## config.mk

```make
export PLATFORM = sky130hd
export DESIGN_NAME = safebox_lock_ctrl
export DESIGN_NICKNAME = d
export VERILOG_FILES = /design/src/rtl/safebox_lock_ctrl.sv
export SDC_FILE = /design/constraint.sdc
export NUM_CORES = 1
export LEC_CHECK = 0
export CORE_MARGIN = 5
export CORE_UTILIZATION = 32
export CTS_CLUSTER_SIZE = 10
export DETAILED_ROUTE_END_ITERATION = 8
export DONT_BUFFER_PORTS = 1
export HOLD_SLACK_MARGIN = 0.05
export PLACE_DENSITY_LB_ADDON = 0.12
export SLEW_MARGIN = 20
export SYNTH_ARGS = -nofsm -noshare
export SYNTH_HDL_FRONTEND = slang
export SYNTH_SLANG_ARGS = --single-unit
```

## constraint.sdc

```tcl
create_clock -name clk -period 2.3 [get_ports clk]
set_input_delay 0.46 -clock clk [delete_from_list [all_inputs] [get_ports clk]]
set_output_delay 0.46 -clock clk [all_outputs]
set_load 0.01 [all_outputs]
```

## src/rtl/safebox_lock_ctrl.sv

```systemverilog
// SafeBox lock/unlock sequencer: edits a 4-digit BCD entry from button
// pulses, checks it against the stored combination, and walks the safe
// through ENTRY -> CHECK -> OPEN / PROGRAM / LOCKOUT.
//
//   state      | meaning
//   -----------+-----------------------------------------------------------
//   ST_ENTRY   | locked, user edits the entry code
//   ST_CHECK   | one-cycle compare of entry against stored code
//   ST_OPEN    | unlocked, display shows stored code
//   ST_PROGRAM | unlocked, user edits a new code, btn_enter commits it
//   ST_LOCKOUT | too many wrong entries, inputs ignored until timer expires
module safebox_lock_ctrl #(
    parameter logic [15:0] DEFAULT_CODE = 16'h0000,
    parameter int          MAX_FAIL     = 3,
    parameter int          LOCKOUT_CYC  = 1000
) (
    input  logic        clk,
    input  logic        rst,
    input  logic        btn_up,
    input  logic        btn_next,
    input  logic        btn_enter,
    input  logic        sw_prog,
    output logic [15:0] disp_bcd,
    output logic [1:0]  cursor,
    output logic        locked,
    output logic        opened,
    output logic        alarm,
    output logic [7:0]  leds
);

    localparam int            TW         = $clog2(LOCKOUT_CYC + 1);
    localparam logic [TW-1:0] TIMER_LOAD = TW'(LOCKOUT_CYC - 1);
    localparam logic [1:0]    FAIL_LIMIT = 2'(MAX_FAIL);

    typedef enum logic [2:0] {
        ST_ENTRY,
        ST_CHECK,
        ST_OPEN,
        ST_PROGRAM,
        ST_LOCKOUT
    } state_t;

    state_t        state_q, state_d;
    logic [15:0]   code_q, code_d;
    logic [15:0]   entry_q, entry_d;
    logic [1:0]    cursor_q, cursor_d;
    logic [1:0]    fail_cnt_q, fail_cnt_d;
    logic [TW-1:0] timer_q, timer_d;

    logic [15:0]   disp_q, disp_d;
    logic          locked_q, locked_d;
    logic          opened_q, opened_d;
    logic          alarm_q, alarm_d;
    logic          prog_q, prog_d;

    logic [3:0]    cur_digit;
    logic [15:0]   entry_bump;
    logic [1:0]    fail_inc;

    // Entry with the digit under the cursor incremented modulo 10.
    always_comb begin
        cur_digit  = entry_q[{cursor_q, 2'b00} +: 4];
        entry_bump = entry_q;
        entry_bump[{cursor_q, 2'b00} +: 4] = (cur_digit == 4'd9) ? 4'd0 : cur_digit + 4'd1;
    end

    // Next-state logic; button priority is enter > next > up.
    always_comb begin
        state_d    = state_q;
        code_d     = code_q;
        entry_d    = entry_q;
        cursor_d   = cursor_q;
        fail_cnt_d = fail_cnt_q;
        timer_d    = timer_q;
        fail_inc   = fail_cnt_q + 2'd1;
        case (state_q)
            ST_ENTRY: begin
                if (btn_enter) begin
                    state_d = ST_CHECK;
                end else if (btn_next) begin
                    cursor_d = cursor_q + 2'd1;
                end else if (btn_up) begin
                    entry_d = entry_bump;
                end
            end
            ST_CHECK: begin
                entry_d  = 16'h0000;
                cursor_d = 2'd0;
                if (entry_q == code_q) begin
                    state_d    = ST_OPEN;
                    fail_cnt_d = 2'd0;
                end else begin
                    fail_cnt_d = fail_inc;
                    if (fail_inc == FAIL_LIMIT) begin
                        state_d = ST_LOCKOUT;
                        timer_d = TIMER_LOAD;
                    end else begin
                        state_d = ST_ENTRY;
                    end
                end
            end
            ST_OPEN: begin
                if (btn_enter) begin
                    entry_d  = 16'h0000;
                    cursor_d = 2'd0;
                    state_d  = sw_prog ? ST_PROGRAM : ST_ENTRY;
                end
            end
            ST_PROGRAM: begin
                // A commit wins over a simultaneous switch release.
                if (btn_enter) begin
                    code_d  = entry_q;
                    state_d = ST_OPEN;
                end else if (!sw_prog) begin
                    state_d = ST_OPEN;
                end else if (btn_next) begin
                    cursor_d = cursor_q + 2'd1;
                end else if (btn_up) begin
                    entry_d = entry_bump;
                end
            end
            ST_LOCKOUT: begin
                if (timer_q == '0) begin
                    state_d    = ST_ENTRY;
                    fail_cnt_d = 2'd0;
                end else begin
                    timer_d = timer_q - 1'b1;
                end
            end
            default: state_d = ST_ENTRY;
        endcase
    end

    // Output values decoded from the next state so they land in flops.
    always_comb begin
        locked_d = (state_d == ST_ENTRY) || (state_d == ST_CHECK) || (state_d == ST_LOCKOUT);
        opened_d = (state_d == ST_OPEN) || (state_d == ST_PROGRAM);
        alarm_d  = (state_d == ST_LOCKOUT);
        prog_d   = (state_d == ST_PROGRAM);
        case (state_d)
            ST_ENTRY, ST_PROGRAM: disp_d = entry_d;
            ST_OPEN:              disp_d = code_d;
            default:              disp_d = 16'h0000;
        endcase
    end

    // State and output registers with synchronous reset.
    always_ff @(posedge clk) begin
        if (rst) begin
            state_q    <= ST_ENTRY;
            code_q     <= DEFAULT_CODE;
            entry_q    <= 16'h0000;
            cursor_q   <= 2'd0;
            fail_cnt_q <= 2'd0;
            timer_q    <= '0;
            disp_q     <= 16'h0000;
            locked_q   <= 1'b1;
            opened_q   <= 1'b0;
            alarm_q    <= 1'b0;
            prog_q     <= 1'b0;
        end else begin
            state_q    <= state_d;
            code_q     <= code_d;
            entry_q    <= entry_d;
            cursor_q   <= cursor_d;
            fail_cnt_q <= fail_cnt_d;
            timer_q    <= timer_d;
            disp_q     <= disp_d;
            locked_q   <= locked_d;
            opened_q   <= opened_d;
            alarm_q    <= alarm_d;
            prog_q     <= prog_d;
        end
    end

    assign disp_bcd = disp_q;
    assign cursor   = cursor_q;
    assign locked   = locked_q;
    assign opened   = opened_q;
    assign alarm    = alarm_q;
    assign leds     = {cursor_q, fail_cnt_q, alarm_q, prog_q, locked_q, opened_q};

endmodule

```

# ---- Yosys cells after proc, flatten, opt, wreduce, memory -nomap -nowiden
# Index checks and enable logic that the tools add are counted.
# W data, S select, Z words.
dict set report word_totals {
  regBits 69
  input_bits 6
  elab_cells 84
}
dict set report op_classes {
  addsub 5
  n_eq_ne 19
  shifts 3
  n_mux 34
  reduce_logical 12
}
# operator count
set op_table {}
lappend op_table {{$mux W16} 8}
lappend op_table {{$pmux W16 S4} 1}
lappend op_table {{$pmux W16 S2} 1}
lappend op_table {{$mux W10} 3}
lappend op_table {{$mux W3} 7}
lappend op_table {{$pmux W10 S2} 1}
lappend op_table {{$bwmux W16} 1}
lappend op_table {{$eq A16 B16 Y1} 1}
lappend op_table {{$mux W2} 8}
lappend op_table {{$ne A2 B2 Y1 const B} 8}
lappend op_table {{$shift A4 B6 Y16 const A} 1}
lappend op_table {{$shiftx A16 B5 Y4} 1}
lappend op_table {{$shiftx A4 B6 Y16} 1}
lappend op_table {{$pmux W3 S5} 1}
lappend op_table {{$eq A3 B2 Y1 const B} 4}
lappend op_table {{$logic_not A10 Y1} 1}
lappend op_table {{$sub A10 B1 Y10 const B} 1}
lappend op_table {{$pmux W2 S4} 1}
lappend op_table {{$eq A3 B1 Y1 const B} 2}
lappend op_table {{$eq A3 B3 Y1 const B} 2}
lappend op_table {{$logic_not A3 Y1} 2}
lappend op_table {{$neg A4 Y6} 1}
lappend op_table {{$reduce_and A5 Y1} 1}
lappend op_table {{$add A2 B1 Y2 const B} 2}
lappend op_table {{11 further kinds} 13}

# ---- Longest topological paths before layout
# Gate-level depths: netlist of the first run.
dict set report depth {
  word_depth 11
  ltp_mapped 11
  mapped_depth_nobuf 10
}

# ---- Worst setup path before layout of the first run
# No wires, ideal clock.
dict set report synth_timing {
  kind {reg2reg}
  from {register cursor_q[0], in the netlist cursor[0]}
  to {register disp_q[3], in the netlist disp_bcd[3]}
  t_arrival_ns 2.490
  setup_slack_ns -0.305
  setup_time_ns 0.116
  path_stages_with_launch 12
  synth_period_minus_slack_ns 2.605
  path_cell_list {dfxtp_1 buf_2 mux4_2 inv_1 ha_1 inv_1 o21ai_0 mux2_2 nand2_1 a221oi_1 a2111oi_2 a31o_1}
}
dict set report synth_between {
  elab_chain_cells 11
}
# element line
set synth_rtl {}
lappend synth_rtl {{start, declared} 46} ;# logic [1:0] cursor_q, cursor_d;
lappend synth_rtl {{start signal, assigned} 165} ;# cursor_q <= cursor_d;
lappend synth_rtl {{$shiftx A16 B5 Y4} 62} ;# cur_digit = entry_q[{cursor_q, 2'b00} +: 4];
lappend synth_rtl {{$add A4 B1 Y4 / $eq A4 B4 Y1 (equally long branches)} 64} ;# entry_bump[{cursor_q, 2'b00} +: 4] = (cur_digit == 4'd9) ? 4'd0 : cur_digit + 4'd1;
lappend synth_rtl {{$mux W4} 64}
lappend synth_rtl {{$shiftx A4 B6 Y16} 64}
lappend synth_rtl {{$bwmux W16 (*)} 64}
lappend synth_rtl {{$mux W16 (*)} {82, 118}}
lappend synth_rtl {{$mux W16 (*)} 116} ;# end else if (btn_next) begin
lappend synth_rtl {{$mux W16} 114} ;# end else if (!sw_prog) begin
lappend synth_rtl {{$mux W16} 111} ;# if (btn_enter) begin
lappend synth_rtl {{$pmux W16 S4 (*)} 76} ;# case (state_q)
lappend synth_rtl {{$pmux W16 S2 (*)} 140} ;# case (state_d)
lappend synth_rtl {{end signal, assigned} 168} ;# disp_q <= disp_d;
lappend synth_rtl {{end, declared} 50} ;# logic [15:0] disp_q, disp_d;
# Every way passes the cells marked *; elsewhere a longest branch is shown, timed or not.
# A chain may end at the register's enable or synchronous reset.

# ---- Worst setup path in the final report of the first run
dict set report layout_timing {
  from {register timer_q[3]}
  to {register disp_q[3], in the netlist disp_bcd[3]}
}
dict set report layout_between {
  elab_chain_cells 6
}
# element line
set layout_rtl {}
lappend layout_rtl {{start, declared} 48} ;# logic [TW-1:0] timer_q, timer_d;
lappend layout_rtl {{start signal, assigned} 167} ;# timer_q <= timer_d;
lappend layout_rtl {{$logic_not A10 Y1 (*)} 123} ;# if (timer_q == '0) begin
lappend layout_rtl {{$mux W3 (*)} 123}
lappend layout_rtl {{$pmux W3 S5 (*)} 76}
lappend layout_rtl {{$eq A3 B2 Y1 / $logic_not A3 Y1 (equally long branches)} 140}
lappend layout_rtl {{$reduce_or A2 Y1} 140}
lappend layout_rtl {{$pmux W16 S2 (*)} 140}
# Marks and branches as above.

==> impl_metrics.py, run 1 <==
metrics = {
    "outcome": {
        "status": "complete, but fails checks",
        "violations": "negative setup slack",
    },
    "synthesis": {
        "synth_top_cell_by_area": "dfxtp_1",
        "synth-xor-area-share_pct": 5.43,
        "ys_warn_count": 0,
        "post_synth_instance_area_sq_um": 3710,
        "synth_top_area_share_pct": 37.2,
        "synth_cell_type_count": 61,
        "yosys.area_share.adder_pct": 3.03,
        "synth_seq_cells": 69,
        "synth-edff-count": 0,
        "async_flop_share_pct": 0,
        "yosysSeqAreaShare_pct": 37.2,
        "synth_top_family_by_area": "compound AO/OA/AOI/OAI gates",
        "syn_nets": 460,
        "synth_area_leaders": "dfxtp_1 (37%), a21oi_1 (6.2%), nand2_1 (5.2%), xnor2_1 (5.0%), nor2_1 (3.7%)",
        "synth_compound_area_share_pct": 23.0,
        "synth_cells": 445,
        "synth.area.mux_share_pct": 4.35,
        "syn_avg_cell_area_sq_um": 8.34,
        "synthSimpleGateAreaFrac_pct": 22.1,
        "synth-main-ff-cell": "dfxtp_1",
    },
    "pwr": {
        "clkPwrFrac_pct": 44.4,
        "internal_power_mw": 2.30,
        "power_density_nw_per_um2": 628,
        "swShare_pct": 28.1,
        "p_leak_nw": 1.95,
        "ir_drop_mv": 0.384,
        "p_comb_share_pct": 16.9,
        "pwr-share-seq_pct": 38.8,
        "p_total_mw": 3.19,
        "netSwitchingPower_mw": 0.898,
    },
    "finish": {
        "multiInputGateArea_sq_um": 2440,
        "fin_nets": 534,
        "diodes": 0,
        "fin_util_pct": 44.6,
        "regArea_sq_um": 1400,
        "areaGrowthSynthToFinish_pct": 37.1,
        "drive_gt1_share_pct": 32.6,
        "fillers": 1170,
    },
    "global_routing": {
        "grt_max_degree": 56,
        "track_usage_pct": 17.7,
        "grt_pass1_vias": 3478,
        "grt_remaining_overflow": 0,
        "antenna_found_initial": 0,
        "grt_pass1_wl_mm": 19.4,
    },
    "hold_path": {
        "min_path_type": "in -> reg",
    },
    "clock_network": {
        "clkTransAtPathRegs_ps": 60,
        "numCtsBuffers": 9,
        "cts_tree": "done",
        "clockRootBuffer": "clkbuf_16",
        "cts_sinks": 69,
        "htree_num_levels": 3,
        "clk_path_buf_depth": 2,
        "ctsHoldBuffers": 0,
        "insertion_delay_ps": 350,
    },
    "route": {
        "num_vias": 3514,
        "wl_mm": 12.4,
        "drt-pass1-iter-count": 5,
        "wl_per_cell_microns": 18.6,
        "avgViaCountPerCell": 5.27,
        "ant_nets": 0,
        "drt_iter0_drc": 282,
        "drc_errors": 0,
    },
    "timing": {
        "rsz0062_at_grt": "true",
        "final.setup.worst_slack_ps": -93.0,
        "slew_headroom_pct": 50.5,
        "tightestPinTransition_ps": 736,
        "setup_viol": 8,
        "slew_violations": 0,
        "skew_ps": 7.70,
        "min_period_ps": 2390,
        "fmax_mhz": 418,
        "timing.final.crit_share_pct": 104,
        "finalHoldViolCount": 0,
        "whs_ps": 194,
    },
    "critical_path": {
        "crit_required_ps": 2590,
        "worstPathMaxFanout": 12,
        "path_class": "reg -> reg",
        "cp-start-kind": "flop",
        "cp.arrival_ps": 2680,
        "end_kind": "flop",
    },
    "die": {
        "die_x_microns": 118,
        "fp.dieH_microns": 118,
        "rows": 39,
        "num_io_pins": 35,
        "core_sq_um": 11400,
        "dieArea_sq_um": 13900,
        "start_util_pct": 32.5,
    },
    "place": {
        "port_buffers": 0,
        "place_hpwl_mm": 9.11,
        "gp_congestion": 0.907,
        "pre_cts_ws_ps": -191,
    },
    "flow_run": {
        "drv_cap": 0,
    },
}
## sequential cells by signal (all words and copies together) (netlist names)
register,cells
cursor,2
code_q,16
disp_bcd,16
entry_q,16
prog_q,1
fail_cnt_q,2
opened,1
timer_q,10
locked,1
state_q,3
alarm,1
## cells in the final DEF, fill, tap and decap left out, drive strengths merged, types with 7 or more instances in the layout
master  instances
buf            91
dfxtp          69
nand2          51
a21oi          47
nor2           38
xnor2          21
o21ai          20
nor3           14
inv            13
nand2b         11
nor2b          10
clkbuf          9
ha              9
a21o            8
a31o            8
nand3b          7
or3             7
a211oi          7
## final timing paths
| path | cells past startpoint | start | endpoint | slack [ps] |
|---|---|---|---|---|
| worst min register to register | 2 | code_q[8]$_SDFF_PP0_ | code_q[8]$_SDFF_PP0_ | 490 |
| worst max-delay path | 8 | timer_q[3]$_SDFFE_PP0P_ | disp_bcd[3]$_SDFF_PP0_ | -90 |
| worst max register to register | 8 | timer_q[3]$_SDFFE_PP0P_ | disp_bcd[3]$_SDFF_PP0_ | -90 |
| worst min-delay path | 1 | rst | cursor[1]$_SDFFE_PP0P_ | 190 |
## routing by layer
metal / GRT usage [%] / wire, microns / vias to the layer above / part of all wire (%)
li1: - / - / 1734 / -
met1: 24.4 / 6050 / 1675 / 49
met2: 26.6 / 5460 / 88 / 44
met3: 5.24 / 725 / 17 / 5.8
met4: 5.59 / 190 / 0 / 1.5
met5: 0 / 0 / - / 0
## critical path, cell delays in order, from the launching register on
cell and delay (ps):
dfxtp_1 310, or4_4 530, or3_4 360, nor3_4 190, nor2_2 60, a2111o_1 320
buf_12 160, a2111oi_4 270, a31o_1 130
## cell families after synthesis
logic type               count (synthesis)
XOR/XNOR                                23
AND/OR/NAND/NOR                        164
adder cells (fa/ha/maj)                  9
flip-flops                              69
AO/OA/AOI/OAI                          129
multiplexers                            11
buffers and inverters                   40
## stage by stage
step	instance area, sq um	std cells	TNS (ps)
5_1_grt	5090	667	-1430
2_1_floorplan	3730	445	-73.3
6_report	5090	667	-380
4_1_cts	4840	658	-188
3_3_place_gp	4370	638	-965
3_5_place_dp	4370	638	-1180
## layout make-up
class | count | share of cell area (%)
Timing Repair Buffer | 91 | 14.2
Multi-Input combinational cell | 336 | 48.0
Tap cell | 143 | 3.52
Clock buffer | 9 | 4.43
Sequential cell | 69 | 27.5
Clock inverter | 7 | 1.48
Inverter | 12 | 0.885
## Yosys cell counts (all sizes together) (2+ instances only)
master,n
nand3,6
nor2,38
buf,8
dfxtp,69
nor2b,10
o21a,6
a21boi,5
inv,12
a221oi,2
xnor2,21
a22o,4
nand2b,11
or4,3
nand2,51
a211oi,7
mux2i,6
o21ai,20
ha,9
or3,7
nand4,4
clkbuf,20
xor2,2
a31o,8
a32oi,2
and2,5
a21o,8
a31oi,3
a21oi,47
nand3b,7
nor4,5
mux4,4
nor3,14
o31ai,4
## power by group through the flow
| stage | sequential [mW] | clock, mW | combinational (mW) |
|---|---|---|---|
| final | 1.24 | 1.42 | 0.538 |
| after CTS | 1.24 | 1.45 | 0.501 |
| after global placement | 1.27 | 0 | 0.473 |
| after detailed placement | 1.27 | 0 | 0.470 |
| after global routing | 1.24 | 1.50 | 0.583 |
| after floorplan | 1.26 | 0 | 0.282 |
## what timing repair did
action	in CTS	in global routing
setup buffers	4	9
setup endpoints to repair	17	20
resized for setup	28	37
pin swaps	5	19
endpoints found under the hold margin	0	0
gates cloned	0	0
Power figures use the tool's default switching activity.
==> run 2: changes to the inputs <==
Settings changed: CORE_ASPECT_RATIO from default to 0.5.
==> run 2 against run 1 <==
  * Critical path depth stayed put
  * Flip-flop and latch count stayed put
  * Critical endpoint unchanged
  * Core utilization is 1.5 points higher
  * Sequential share of layout area is 0.53 points lower
  * Largest cell class unchanged
  * The run still ends with negative setup slack left
==> impl_metrics.py, run 2 (synthesis results as in run 1) <==
metrics = {
    "clock_network": {
        "cts_sinks": 69,
        "insertion_delay_ps": 340,
        "clk_path_buf_depth": 2,
        "htree_num_levels": 3,
        "cts_tree": "done",
        "numCtsBuffers": 9,
        "clkTransAtPathRegs_ps": 60,
        "clockRootBuffer": "clkbuf_16",
    },
    "critical_path": {
        "crit_required_ps": 2580,
        "cp-start-kind": "flop",
        "cp.arrival_ps": 2660,
        "path_class": "reg -> reg",
        "end_kind": "flop",
        "worstPathMaxFanout": 12,
    },
    "route": {
        "ant_nets": 0,
        "wl_mm": 12.6,
        "wl_per_cell_microns": 18.2,
        "avgViaCountPerCell": 5.24,
        "drt_iter0_drc": 256,
        "drc_errors": 0,
        "num_vias": 3619,
        "drt-pass1-iter-count": 4,
    },
    "timing": {
        "tightestPinTransition_ps": 495,
        "whs_ps": 199,
        "finalHoldViolCount": 0,
        "skew_ps": 3.67,
        "timing.final.crit_share_pct": 103,
        "fmax_mhz": 421,
        "slew_headroom_pct": 66.9,
        "rsz0062_at_grt": "true",
        "min_period_ps": 2380,
        "slew_violations": 0,
        "final.setup.worst_slack_ps": -77.9,
        "setup_viol": 8,
    },
    "outcome": {
        "status": "complete, but fails checks",
        "violations": "negative setup slack",
    },
    "place": {
        "place_hpwl_mm": 9.04,
        "port_buffers": 0,
        "dpl_cell_area_sq_um": 4460,
        "gp_congestion": 0.929,
    },
    "flow_run": {
        "drv_cap": 0,
    },
    "finish": {
        "mostFrequentLayoutCells": "buf_4 (91), dfxtp_1 (66), nand2_1 (46)",
        "drive_gt1_share_pct": 34.0,
        "areaGrowthSynthToFinish_pct": 38.8,
        "fin_nets": 542,
        "finalInstanceArea_sq_um": 5150,
        "diodes": 0,
        "mostFrequentLayoutCell": "buf_4",
    },
    "hold_path": {
        "min_path_type": "in -> reg",
    },
    "die": {
        "core_sq_um": 11200,
        "fp.dieH_microns": 86.2,
        "rows": 27,
        "dieArea_sq_um": 14000,
        "start_util_pct": 33.2,
        "num_io_pins": 35,
        "die_x_microns": 162,
    },
    "pwr": {
        "power_density_nw_per_um2": 598,
        "p_total_mw": 3.08,
        "p_leak_nw": 1.99,
        "ir_drop_mv": 0.342,
    },
    "global_routing": {
        "grt_max_degree": 56,
        "grt_pass1_wl_mm": 19.5,
        "track_usage_pct": 18.2,
        "grt_pass1_vias": 3357,
        "grt_remaining_overflow": 0,
        "antenna_found_initial": 0,
    },
}
run 2: final cells by class:
type	count	area [sq um]
fillers	1085	6030
multi-input cells	336	2450
flip-flops and latches	69	1390
repair buffers	99	791
clock buffers	10	239
well taps	159	199
inverters	12	45.0
clock inverters	6	38.8
run 2: where the power goes:
group	total, mW	internal (mW)	switching [mW]
combinational	0.545	0.242	0.303
clock	1.30	0.754	0.544
sequential	1.24	1.21	0.0266
total	3.08	2.21	0.873
run 2: worst max-delay path: stages, from the launching register on:
cell and delay [ps]:
dfxtp_2 320, or4_4 530, or3_4 360, nor3_4 150, nor2_2 60, a2111o_1 300
buf_6 160, a2111oi_2 300, a31o_1 140
run 2: routing by layer:
| metal | routed length (microns) | vias up | global-route usage (%) |
|---|---|---|---|
| li1 | - | 1748 | - |
| met1 | 6480 | 1760 | 27.0 |
| met2 | 5190 | 99 | 26.2 |
| met3 | 746 | 12 | 4.42 |
| met4 | 150 | 0 | 4.60 |
| met5 | 0 | - | 0 |
run 2: per-stage QoR:
stage | cells | setup TNS [ps] | utilization [%] | setup slack [ps]
after floorplan | 445 | -73.3 | - | -58.0
after global placement | 663 | -1200 | 39.9 | -215
after detailed placement | 663 | -1460 | 39.9 | -242
after CTS | 685 | -237 | 43.9 | -85.2
after global routing | 691 | -1520 | 46.1 | -177
final | 691 | -225 | 46.1 | -77.9
run 2: path summary, 6_finish.rpt:
check,from,endpoint,slack (ps),cells past startpoint
hold / removal,rst,cursor[0]$_SDFFE_PP0P_,200,1
setup reg to reg,timer_q[3]$_SDFFE_PP0P_,disp_bcd[3]$_SDFF_PP0_,-80,8
hold reg to reg,code_q[15]$_SDFF_PP0_,code_q[15]$_SDFF_PP0_,480,2
setup / recovery,timer_q[3]$_SDFFE_PP0P_,disp_bcd[3]$_SDFF_PP0_,-80,8
run 2: what timing repair did:
item,in CTS,in global routing
setup endpoints to repair,16,22
pin swaps,2,21
buffers inserted,6,8
gates resized for setup,26,42
hold buffers,0,0
